--- src/rtl/johnson_pkg.sv ---
`default_nettype none
// ============================================================================
// johnson_pkg
// Shared types and Johnson-code encode/decode helpers.
// Revision: 1.0
// ============================================================================
package johnson_pkg;

  localparam int JC_MAX_W     = 16;
  localparam int JC_IDX_MAX_W = 5;

  typedef enum logic [1:0] {
    SEARCH  = 2'd0,
    ACQUIRE = 2'd1,
    LOCKED  = 2'd2
  } jstate_t;

  typedef struct packed {
    logic                    legal;
    logic [JC_IDX_MAX_W-1:0] idx;
  } jc_dec_t;

  // Canonical code: the first w indices fill ones from the MSB down, the rest drain them.
  function automatic logic [JC_MAX_W-1:0] jc_encode(input int idx, input int w);
    logic [JC_MAX_W-1:0] code;
    code = '0;
    for (int b = 0; b < JC_MAX_W; b++) begin
      if (b < w) begin
        if (idx <= w) code[b] = (b >= w - idx);
        else          code[b] = (b < 2 * w - idx);
      end
    end
    return code;
  endfunction

  function automatic jc_dec_t jc_decode(input logic [JC_MAX_W-1:0] code, input int w);
    int      k;
    int      idx;
    jc_dec_t r;
    k = 0;
    for (int b = 0; b < JC_MAX_W; b++) begin
      if (b < w && code[b]) k++;
    end
    if (code[w-1] || k == 0) idx = k;
    else                     idx = 2 * w - k;
    r.legal = (jc_encode(idx, w) == code);
    r.idx   = r.legal ? JC_IDX_MAX_W'(idx) : '0;
    return r;
  endfunction

endpackage
`default_nettype wire

--- src/rtl/johnson_code_decode.sv ---
`default_nettype none
// ============================================================================
// johnson_code_decode
// Combinational Johnson code to {legal, index} decoder.
// Revision: 1.0
// ============================================================================
module johnson_code_decode
  import johnson_pkg::*;
#(
  parameter int WIDTH = 4,
  parameter int IDX_W = 3
) (
  input  logic [WIDTH-1:0] code_i,
  output logic             legal_o,
  output logic [IDX_W-1:0] idx_o
);

  jc_dec_t dec;

  always_comb begin
    dec     = jc_decode(JC_MAX_W'(code_i), WIDTH);
    legal_o = dec.legal;
    idx_o   = IDX_W'(dec.idx);
  end

endmodule
`default_nettype wire

--- src/rtl/johnson_decoder_monitor.sv ---
`default_nettype none
// ============================================================================
// johnson_decoder_monitor
// Decodes a sampled Johnson code, locks onto a stepping counter, counts errors.
// Revision: 1.0
// ============================================================================
module johnson_decoder_monitor
  import johnson_pkg::*;
#(
  parameter int WIDTH    = 4,
  parameter int LOCK_LEN = 4,
  parameter int ERR_W    = 8
) (
  input  logic                         clk,
  input  logic                         clear,
  input  logic                         sample_en,
  input  logic [WIDTH-1:0]             jc_in,
  input  logic                         clr_err,
  output logic [$clog2(2*WIDTH)-1:0]   idx_out,
  output logic [2*WIDTH-1:0]           onehot_out,
  output logic                         legal,
  output logic                         locked,
  output logic                         err_pulse,
  output logic [ERR_W-1:0]             err_cnt
);

  localparam int N     = 2 * WIDTH;
  localparam int IDX_W = $clog2(N);
  localparam int RUN_W = $clog2(LOCK_LEN + 1);
  localparam logic [IDX_W-1:0] LAST_IDX = IDX_W'(N - 1);
  localparam logic [RUN_W-1:0] RUN_LAST = RUN_W'(LOCK_LEN - 1);
  localparam logic [ERR_W-1:0] ERR_MAX  = '1;

  jstate_t          state_q;
  logic [RUN_W-1:0] run_q;
  logic [IDX_W-1:0] prev_idx_q;
  logic [IDX_W-1:0] idx_q;
  logic [N-1:0]     onehot_q;
  logic             legal_q;
  logic             locked_q;
  logic             err_pulse_q;
  logic [ERR_W-1:0] err_cnt_q;

  logic             dec_legal;
  logic [IDX_W-1:0] dec_idx;
  logic [IDX_W-1:0] next_idx;
  logic [N-1:0]     onehot_d;
  logic [ERR_W-1:0] err_cnt_d;
  logic             is_hold;
  logic             is_step;
  logic             is_jump;
  logic             is_ill;
  logic             err_det;

  johnson_code_decode #(
    .WIDTH (WIDTH),
    .IDX_W (IDX_W)
  ) u_decode (
    .code_i  (jc_in),
    .legal_o (dec_legal),
    .idx_o   (dec_idx)
  );

  // Step classification is relative to the last legal index; N-1 -> 0 counts as a step.
  always_comb begin
    next_idx = (prev_idx_q == LAST_IDX) ? '0 : prev_idx_q + 1'b1;
    is_ill   = !dec_legal;
    is_hold  = dec_legal && (dec_idx == prev_idx_q);
    is_step  = dec_legal && (dec_idx == next_idx);
    is_jump  = dec_legal && !is_hold && !is_step;
    err_det  = sample_en && (state_q == LOCKED) && (is_jump || is_ill);
    onehot_d = dec_legal ? (N'(1) << dec_idx) : '0;

    err_cnt_d = err_cnt_q;
    if (clr_err)
      err_cnt_d = '0;
    else if (err_det && err_cnt_q != ERR_MAX)
      err_cnt_d = err_cnt_q + 1'b1;
  end

  always_ff @(posedge clk or negedge clear) begin
    if (!clear) begin
      state_q     <= SEARCH;
      run_q       <= '0;
      prev_idx_q  <= '0;
      idx_q       <= '0;
      onehot_q    <= '0;
      legal_q     <= 1'b0;
      locked_q    <= 1'b0;
      err_pulse_q <= 1'b0;
      err_cnt_q   <= '0;
    end else begin
      err_pulse_q <= err_det;
      err_cnt_q   <= err_cnt_d;
      if (sample_en) begin
        idx_q    <= dec_idx;
        onehot_q <= onehot_d;
        legal_q  <= dec_legal;
        if (dec_legal) prev_idx_q <= dec_idx;
        unique case (state_q)
          SEARCH: begin
            if (dec_legal) begin
              state_q <= ACQUIRE;
              run_q   <= '0;
            end
          end
          ACQUIRE: begin
            if (is_ill) begin
              state_q <= SEARCH;
              run_q   <= '0;
            end else if (is_jump) begin
              run_q <= '0;
            end else if (is_step) begin
              run_q <= run_q + 1'b1;
              if (run_q == RUN_LAST) begin
                state_q  <= LOCKED;
                locked_q <= 1'b1;
              end
            end
          end
          LOCKED: begin
            if (is_ill) begin
              state_q  <= SEARCH;
              locked_q <= 1'b0;
              run_q    <= '0;
            end else if (is_jump) begin
              state_q  <= ACQUIRE;
              locked_q <= 1'b0;
              run_q    <= '0;
            end
          end
          default: begin
            state_q  <= SEARCH;
            locked_q <= 1'b0;
            run_q    <= '0;
          end
        endcase
      end
    end
  end

  assign idx_out    = idx_q;
  assign onehot_out = onehot_q;
  assign legal      = legal_q;
  assign locked     = locked_q;
  assign err_pulse  = err_pulse_q;
  assign err_cnt    = err_cnt_q;

endmodule
`default_nettype wire

--- config.mk ---
export PLATFORM = sky130hd
export DESIGN_NAME = johnson_decoder_monitor
export DESIGN_NICKNAME = d
export VERILOG_FILES = /design/src/rtl/johnson_pkg.sv /design/src/rtl/johnson_code_decode.sv /design/src/rtl/johnson_decoder_monitor.sv
export SDC_FILE = /design/constraint.sdc
export NUM_CORES = 1
export LEC_CHECK = 0
export CORE_ASPECT_RATIO = 1.25
export CORE_MARGIN = 5
export CORE_UTILIZATION = 61
export CTS_BUF_LIST = sky130_fd_sc_hd__clkbuf_2
export DETAILED_ROUTE_END_ITERATION = 10
export GPL_TIMING_DRIVEN = 0
export HOLD_SLACK_MARGIN = 0.1
export MAX_ROUTING_LAYER = met4
export PLACE_DENSITY = 0.88
export SLEW_MARGIN = 20
export SYNTH_ARGS = -nofsm -noshare
export SYNTH_HDL_FRONTEND = slang
export SYNTH_SLANG_ARGS = --single-unit
--- constraint.sdc ---
create_clock -name clk -period 3.68 [get_ports clk]
set_input_delay 0.552 -clock clk [delete_from_list [all_inputs] [get_ports clk]]
set_output_delay 0.552 -clock clk [all_outputs]
set_load 0.02 [all_outputs]
== Word-level counts from Yosys, hierarchy flattened ==
Index checks and enable logic that the tools add are counted.
Word-level totals
  register bits: 30
  word-level logic and storage cells: 102
Operators by class
  magnitude comparators: 9
  shift-type cells: 1
  equality and inequality tests: 18
  reduce and logical (&&, ||, !) cells: 19
  bitwise gates (word level): 1
  multiplexer cells: 36
  $add $sub $neg: 9
Operator list (count)
  $mux W32: 4
  $add A32 B2 Y32 const B: 3
  $ge A3 B32 Y1 const A: 2
  $lt A3 B32 Y1 const A: 2
  $sub A5 B32 Y32 const A: 2
  $ge A1 B32 Y1 const A: 1
  $ge A2 B32 Y1 const A: 1
  $le A32 B4 Y1 const B: 1
  $logic_not A32 Y1: 1
  $lt A1 B32 Y1 const A: 1
  $lt A2 B32 Y1 const A: 1
  $sub A4 B32 Y32 const A: 1
  $mux W3: 8
  $mux W8: 3
  $mux W2: 7
  $ne A3 B3 Y1 const B: 4
  $mux W1: 11
  $ne A2 B2 Y1 const B: 5
  $pmux W3 S3: 1
  $add A8 B1 Y8 const B: 1
  $ne A8 B8 Y1 const B: 1
  $shl A1 B3 Y8 const A: 1
  $logic_and A1 B1 Y1: 7
  $reduce_and A7 Y1: 1
  18 further kinds: 23

== Depth between registers and ports, before layout ==
Gate-level depths: netlist (run 1).
  depth in word-level cells: 25
  gate-level depth with buffers: 22
  gate-level depth less buffers: 20

== Modules after synthesis ==
Synthesis (run 1) repeated with hierarchy kept, for this count alone.
Unflattened totals
  cell total of the unflattened synthesis: 254
  area total of the unflattened synthesis: 2344.7 sq um
By module, submodules not included
  johnson_decoder_monitor: instances 1, seq. area each 750.7 sq um, cells an instance 159, area each 1639.1 sq um
  johnson_code_decode: instances 1, seq. area each 0.0 sq um, cells an instance 95, area each 705.7 sq um

== Worst setup path before layout (run 1) ==
Ideal clock, no wire load.
  path type: input to register
  start point: input port jc_in[0]
  end point: register err_cnt_q[5] (netlist: err_cnt[5])
  data arrival time: 4533 ps
  data required time: 3602 ps
  setup slack: -930 ps
  stages on the path: 20
  setup time: 78 ps
  cell sequence: inv_1 -> ha_1 -> xnor2_2 -> inv_1 -> ha_1 -> mux2i_1 -> ha_1 -> nor2b_1 -> a32o_1 -> or3_1 -> buf_2 -> ha_1 -> or2_2 -> o32ai_2 -> a31oi_1 -> xnor2_2 -> o31ai_4 -> buf_6 -> or3_1 -> a21oi_1
Between the ends
  word-level cells in the longest chain between the ends: 24
  elaborated cells on any way between the ends: 41
  those cells by class: add/sub (6); order compare (9); eq/ne (3); mux (10); reduce/logical (13)
Ends and longest elaborated chain
  start, declared: RTL line johnson_decoder_monitor.sv:17  | input logic [WIDTH-1:0] jc_in,
  parallel branches: the longest is 20 deep, another holds $add A32 B2 Y32
  $logic_or A1 B1 Y1 (*): RTL line johnson_decoder_monitor.sv:71  | err_det = sample_en && (state_q == LOCKED) && (is_jump || is_ill);
  $logic_and A1 B1 Y1 (*): RTL line johnson_decoder_monitor.sv:71
  $logic_and A1 B1 Y1 (*): RTL line johnson_decoder_monitor.sv:77  | else if (err_det && err_cnt_q != ERR_MAX)
  $reduce_bool A2 Y1 (no source line) (*)
  end signal, assigned: RTL line johnson_decoder_monitor.sv:94  | err_cnt_q <= err_cnt_d;
  end, declared: RTL line johnson_decoder_monitor.sv:42  | logic [ERR_W-1:0] err_cnt_q;
Every way passes the cells marked *.
A chain may end at the register's enable or synchronous reset.

== Worst setup path after layout (run 1) ==
  start point: input port jc_in[0]
  end point: register err_cnt_q[4] (netlist: err_cnt[4])
The elaborated chain is that of the path after synthesis.

==> results of run 1 <==
state kept, by name, summed over array words and instances, names as in the netlist:
signal	cells
locked	1
prev_idx_q	3
err_pulse	1
idx_out	3
state_q	2
legal	1
run_q	3
onehot_out	8
err_cnt	8
worst min-delay path by stage:
stage	slack (ps)	from	cells after the start	end
floorplan	260	clear	0	err_cnt[0]$_DFFE_PN0P_
global placement	490	locked$_DFFE_PN0P_	2	locked$_DFFE_PN0P_
detailed placement	500	legal$_DFFE_PN0P_	2	legal$_DFFE_PN0P_
CTS	190	clear	1	err_cnt[4]$_DFFE_PN0P_
global route	180	clear	1	err_cnt[4]$_DFFE_PN0P_
finish	160	clear	1	err_cnt[4]$_DFFE_PN0P_
cell families (layout without fill, tap and decap cells):
group / after synthesis / after routing
AND/OR/NAND/NOR: 79 / 79
buffers and inverters: 35 / 91
other: 2 / 3
adder cells (fa/ha/maj): 16 / 16
flip-flops: 30 / 30
AO/OA/AOI/OAI: 51 / 51
multiplexers: 9 / 9
XOR/XNOR: 10 / 10
what timing repair did:
item | CTS | global route
cloned | 2 | 0
gates resized for setup | 52 | 45
pin swaps | 16 | 38
buffers inserted | 16 | 7
endpoints found under the setup margin | 30 | 30
hold buffers | 0 | 0
layout make-up:
class | instances | area [um^2]
Multi-Input combinational cell | 168 | 1690
Sequential cell | 30 | 751
Timing Repair Buffer | 50 | 489
Fill cell | 123 | 234
Inverter | 25 | 116
Buffer | 9 | 65.1
Tap cell | 39 | 48.8
Clock inverter | 2 | 33.8
Clock buffer | 5 | 25.0
placed cells by master, fill, tap and decap left out, types with 3 or more instances in the layout:
cell type / count
buf_6: 11
a21oi_2: 4
conb_1: 3
clkdlybuf4s50_1: 23
or3_4: 4
nand2_1: 14
o31ai_4: 4
clkbuf_2: 5
inv_4: 4
ha_1: 9
dfrtp_1: 30
clkbuf_1: 3
xnor2_1: 6
mux2i_1: 5
o22ai_2: 11
nand3_1: 10
nor3_1: 3
o21ai_2: 5
nor2_1: 13
nor2b_1: 3
inv_1: 19
a21oi_1: 3
ha_4: 5
nand3b_1: 3
buf_4: 16
stage by stage:
step	instances	area [um^2]	hold slack (ps)	worst slack (ps)	utilization, %
floorplan	233	2280	256	-521	-
global placement	298	2590	495	-1520	74.9
detailed placement	298	2580	502	-1580	74.7
CTS	323	2980	186	-419	86.2
global route	328	3220	179	-855	93.2
finish	328	3220	158	-685	93.2
per-layer routing:
metal / vias up / part of all wire [%]
li1: 933 / -
met1: 1105 / 33
met4: 0 / 5.6
met2: 157 / 55
met3: 52 / 5.9
met5: - / 0
power by group:
group / leakage, nW / internal (mW) / switching [mW] / total (mW)
registers: 0.400 / 0.374 / 0.0557 / 0.430
clock network: 0.0365 / 0.109 / 0.129 / 0.238
logic: 0.840 / 0.412 / 0.524 / 0.935
total: 1.28 / 0.895 / 0.708 / 1.60
==> results.md, run 1 <==
* Synth cell count leaders: dfrtp_1 (30), inv_1 (24), nand2_1 (17)
* Maxcap violations at 0
* Minimum clock period after layout at 4360 ps
* Final hold violation count at 0
* Grt met1 use at 27.2%
* Slowest CP cell: or3_4
* Setup crit start: jc_in[0]
* Reg-to-reg slack, setup at 830 ps
* GRT Util Overall at 27.9%
* Buf/Inv on CP at 6
* Crit path top cell by count: ha_4
* GPL Wtd Cong at 0.870
* Initial Util at 62.0%
* Worst setup slack after layout at -685 ps
* Largest net degree at the start of global routing at 31
* Worst reg2reg path depth at 10
* Fmax at 0.229 GHz
* Core ar. at 0.00345 mm^2
* Io pins at 30
* Worst Path Arrival at 4710 ps
* Tot Pwr at 1.60 mW
* Inserted Diodes at 0
* Setup violations, final at 30
* 1st-iter DRT viols at 229
* Async SR Flop Fraction at 100%
* Initial antenna violation count at 0
* Number of synthesized flops with an enable pin at 0
* Share of cells above drive strength 1 at 40.5%
* Bufs on Longest Clock Path at 2
* M2 GR Usage at 49.1%
* Met3 Track Usage GR at 5.46%
* Leakage at 1.28 nW
* Hold Path Class: primary input to asynchronous set/reset pin
* Worst Setup End Kind: register
* Clk Latency, worst-skew pair at 400 ps
* Area growth syn-to-layout at 50.4%
* Cell variety after synth at 54
* Post-synthesis mux area share at 4.38%
* Yosys warns at 0
* Synth Area per Inst at 9.23 um^2
* Setup Skew at 23.1 ps
* Crit path max-delay family: compound AO/OA/AOI/OAI gates
* First-pass DRT Iterations at 4
* Antenna-violating nets left at 0
* Post-DR wirelength/cell at 24.4 um
* Vias in the first global route at 2173
* Critical Path Fanout Max at 7
* Chip width at 63.0 um
* Number of remaining DRC errors at 0
* WP depth at 23
* CP required at 4020 ps
* Vias/cell at 6.85
* GRT busiest layer: met2
* CP Launch Type: primary input
* CTS root buf: clkbuf_2
* Routed via count at 2247
* Crit path cell chain: buf_12 > inv_12 > ha_4 > xnor2_4 > inv_2 > ha_4 > mux2i_1 > ha_2 > mux2i_2 > a32o_2 > or3_4 > nand3_4 > ha_4 > inv_4 > nor3_4 > o32ai_4 > a311oi_2 > o22ai_4 > o31ai_4 > buf_6 > buf_6 > o21ai_2 > a21oi_1
* Cell taking the most area after synthesis: dfrtp_1
* Number of synthesized register bits at 30
* Share of the synthesized area in the top cell type at 35.1%
* Number of standard cells after synthesis at 232
* Largest family of logic cells by synthesized area: simple AND/OR/NAND/NOR gates
* Reg-to-Reg Start: prev_idx_q[1]$_DFFE_PN0P_
* Nets at 313
* Xor-xnor portion of the synthesized cell area at 5.14%
* First-pass GRT wire length at 10300 um
* Post-synthesis sequential area ratio at 35.1%
* Most used flip-flop cell after synthesis: dfrtp_1
* CTS tree: yes
* Critical path endpoint: err_cnt[4]$_DFFE_PN0P_
* Final setup TNS at -17060 ps
* Die H at 76.2 um
* CP max stage delay at 480 ps
* Critical path class: primary input to register
* Worst-Margin Slew at 725 ps
* Num CTS Buffers at 5
* Total grt overflow at 0
* Count leader, synth: dfrtp_1
* Clock sink count at 30
* Dpl hpwl at 3720 um
* Worst VDD drop at 0.638 mV
* Die area at 0.00480 mm^2
* Failing checks: setup timing
* Row Count at 24
* Outcome: finished, violations left
* Post-Synth Simple-Gate Area at 20.1%
* Slew HR at 51.6%
* DRT Wirelength at 8010 um
* I/O Buffers at 26
* Power density over cell area at 498 mW/mm^2
* Htree depth at 2
* R2R Path End: err_cnt[4]$_DFFE_PN0P_
* CTS clk-pin slew, worst paths at 180 ps
* Complex-gate fraction of the synthesized area at 18.1%
* Slew Viols, Final at 0
* Synthesized area at 0.00214 mm^2
* RSZ-0062 raised after global routing: true
* Post-Synth Adder-Cell Area at 9.35%
* Top post-synthesis cells by area: dfrtp_1 (35%), ha_1 (9.4%), inv_1 (4.2%)
* Period Utilization, post-route at 119%
No activity file was read; power rests on OpenSTA's default activity.
==> inputs of run 2 (changes only) <==
--- a/config.mk
+++ b/config.mk
@@ -11,9 +11,9 @@
 export CTS_BUF_LIST = sky130_fd_sc_hd__clkbuf_2
 export DETAILED_ROUTE_END_ITERATION = 10
 export GPL_TIMING_DRIVEN = 0
-export HOLD_SLACK_MARGIN = 0.1
 export MAX_ROUTING_LAYER = met4
 export PLACE_DENSITY = 0.88
+export SETUP_SLACK_MARGIN = 0.4
 export SLEW_MARGIN = 20
 export SYNTH_ARGS = -nofsm -noshare
 export SYNTH_HDL_FRONTEND = slang
==> run 2 against run 1 <==
  * The run still ends with setup timing left
  * Final area fell by 0.35%
  * Die area did not move
  * Sequential cell count stayed put
  * First-iteration DRC count increased by 30%
  * Register-to-register slack worse by 70 ps
  * Maximum frequency shrank 4.9%
  * Clock power is essentially flat
  * Via count grew 1.6%
  * Power grew 3.2%
  * Sequential power rose by 0.9%
  * Routed wire length is 3.7% higher
  * Non-clock buffer count up 2
  * Largest power group unchanged
  * Highest routed layer unchanged
==> results.md, run 2 (synthesis gave the netlist of run 1 again) <==
* Inserted Diodes at 0 (unchanged)
* Maxcap violations at 0 (unchanged)
* Setup Skew at 26.1 ps (+2.98 ps)
* Worst Setup End Kind: register
* Chip width at 63.0 um (unchanged)
* Vias/cell at 6.92 (+1.0%)
* CTS tree: yes
* Leakage at 1.28 nW (+0.59%)
* CTS clk-pin slew, worst paths at 190 ps (about the same)
* Nets at 315 (+0.64%)
* Routed via count at 2284 (+1.6%)
* GPL Wtd Cong at 0.870 (unchanged)
* Commonest non-fill, non-tap cell in the layout: dfrtp_1
* Filler cell count in the final layout at 127 (+3.3%)
* DRT Wirelength at 8300 um (+3.7%)
* CP required at 3930 ps (-90 ps)
* Worst VDD drop at 0.503 mV (-21%)
* Final Non-Filler Cells at 330 (+0.61%)
* Worst Path Arrival at 4840 ps (+130 ps)
* CTS Hold Bufs at 0 (unchanged)
* Slew Viols, Final at 0 (unchanged)
* I/O Buffers at 26 (unchanged)
* Failing checks: setup timing
* Initial Util at 62.0% (unchanged)
* Largest net degree at the start of global routing at 31 (unchanged)
* Vias in the first global route at 2173 (unchanged)
* Num CTS Buffers at 5 (unchanged)
* Period Utilization, post-route at 125% (+6.1 points)
* Worst reg2reg path depth at 11 (+1)
* Critical Path Fanout Max at 7 (unchanged)
* Worst-Margin Slew at 704 ps (-21.0 ps)
* Share of cells above drive strength 1 at 39.5% (-0.97 points)
* Hold Path Class: primary input to asynchronous set/reset pin
* Final hold violation count at 0 (unchanged)
* Power density over cell area at 516 mW/mm^2 (+3.5%)
* First-pass DRT Iterations at 5 (+1)
* Worst setup slack after layout at -907 ps (-223 ps)
* Die H at 76.2 um (unchanged)
* Clk Latency, worst-skew pair at 390 ps (about the same)
* Die area at 0.00480 mm^2 (unchanged)
* Critical path class: primary input to register
* CTS root buf: clkbuf_2
* 1st-iter DRT viols at 298 (+30%)
* RSZ-0062 raised after global routing: true
* Post-Place Worst Slack at -1580 ps (unchanged)
* Dpl hpwl at 3720 um (unchanged)
* Setup violations, final at 30 (unchanged)
* Slew HR at 53.0% (+1.4 points)
* Number of remaining DRC errors at 0 (unchanged)
* Fmax at 0.218 GHz (-4.9%)
* Minimum clock period after layout at 4590 ps (+223 ps)
* Io pins at 30 (unchanged)
* Antenna-violating nets left at 0 (unchanged)
* Area growth syn-to-layout at 49.9%
* Outcome: finished, violations left
* Bufs on Longest Clock Path at 2 (unchanged)
* Core ar. at 0.00345 mm^2 (unchanged)
* GRT Util Overall at 27.9% (unchanged)
* Htree depth at 2 (unchanged)
* First-pass GRT wire length at 10300 um (unchanged)
* Tot Pwr at 1.65 mW (+3.2%)
* Clock sink count at 30 (unchanged)
* CP Launch Type: primary input
* Post-DR wirelength/cell at 25.2 um (+3.1%)
* Most frequent cells in the layout: dfrtp_1 (30), clkdlybuf4s50_1 (23), inv_1 (19), buf_4 (18)
* Total grt overflow at 0 (unchanged)
* Placed cells at 298 (unchanged)
* Initial antenna violation count at 0 (unchanged)
* Row Count at 24 (unchanged)
[run 2: final cells by class]
| cell class | instances | area (um^2) | share of cell area (%) |
|---|---|---|---|
| multi-input combinational | 168 | 1660 | 51.8 |
| sequential | 30 | 751 | 23.4 |
| timing repair buffer | 51 | 493 | 15.4 |
| inverter | 25 | 114 | 3.55 |
| buffer | 10 | 80.1 | 2.50 |
| tap | 39 | 48.8 | 1.52 |
| clock inverter | 2 | 33.8 | 1.05 |
| clock buffer | 5 | 25.0 | 0.780 |
[run 2: worst max-delay path, cell delays in order]
cell and delay, ps:
buf_12 90, ha_1 240, inv_1 130, o21ai_4 180, ha_4 220, mux2i_1 220
ha_2 340, mux2i_2 210, buf_4 150, nor2b_4 160, or3_4 140, buf_8 130
buf_4 130, ha_1 200, inv_1 100, a211o_1 330, a211oi_4 270, o22ai_4 150
buf_6 150, nor2_4 190, buf_6 140, mux2i_1 250, o211ai_1 150
[run 2: power breakdown]
| part | internal (mW) | switching [mW] | total [mW] |
|---|---|---|---|
| Combinational | 0.427 | 0.559 | 0.985 |
| Sequential | 0.374 | 0.0596 | 0.434 |
| Clock | 0.109 | 0.125 | 0.235 |
[run 2: final timing paths]
check	from	endpoint	slack, ps
max reg2reg	prev_idx_q[1]$_DFFE_PN0P_	err_cnt[3]$_DFFE_PN0P_	760
min reg2reg	legal$_DFFE_PN0P_	legal$_DFFE_PN0P_	540
max in group asynchronous	clear	prev_idx_q[1]$_DFFE_PN0P_	3040
min	clear	err_cnt[0]$_DFFE_PN0P_	170
max	jc_in[0]	run_q[1]$_DFFE_PN0P_	-910
min in group clk	clr_err	err_cnt[1]$_DFFE_PN0P_	520
[run 2: routing by layer]
layer / part of all wire (%) / GRT usage [%] / vias to the layer above / wire length [um]
li1: - / - / 937 / -
met1: 34 / 27.2 / 1119 / 2830
met2: 52 / 49.1 / 166 / 4310
met3: 6.7 / 5.46 / 62 / 559
met4: 7.2 / 18.0 / 0 / 601
met5: 0 / - / - / 0
[run 2: through the flow]
stage / setup TNS (ps) / utilization [%] / instance area (um^2) / hold slack (ps)
3_3_place_gp: -42220 / 74.9 / 2590 / 495
3_5_place_dp: -44340 / 74.7 / 2580 / 502
4_1_cts: -10030 / 86.2 / 2980 / 186
2_1_floorplan: -11700 / - / 2280 / 256
5_1_grt: -24790 / 92.9 / 3210 / 212
6_report: -22640 / 92.9 / 3210 / 174
[run 2: timing repair]
item / CTS / global route
buffers inserted: 16 / 7
gates resized for setup: 52 / 39
setup endpoints to repair: 30 / 30
gates cloned: 2 / 0
pin swaps: 16 / 39
hold endpoints to repair: 0 / 0
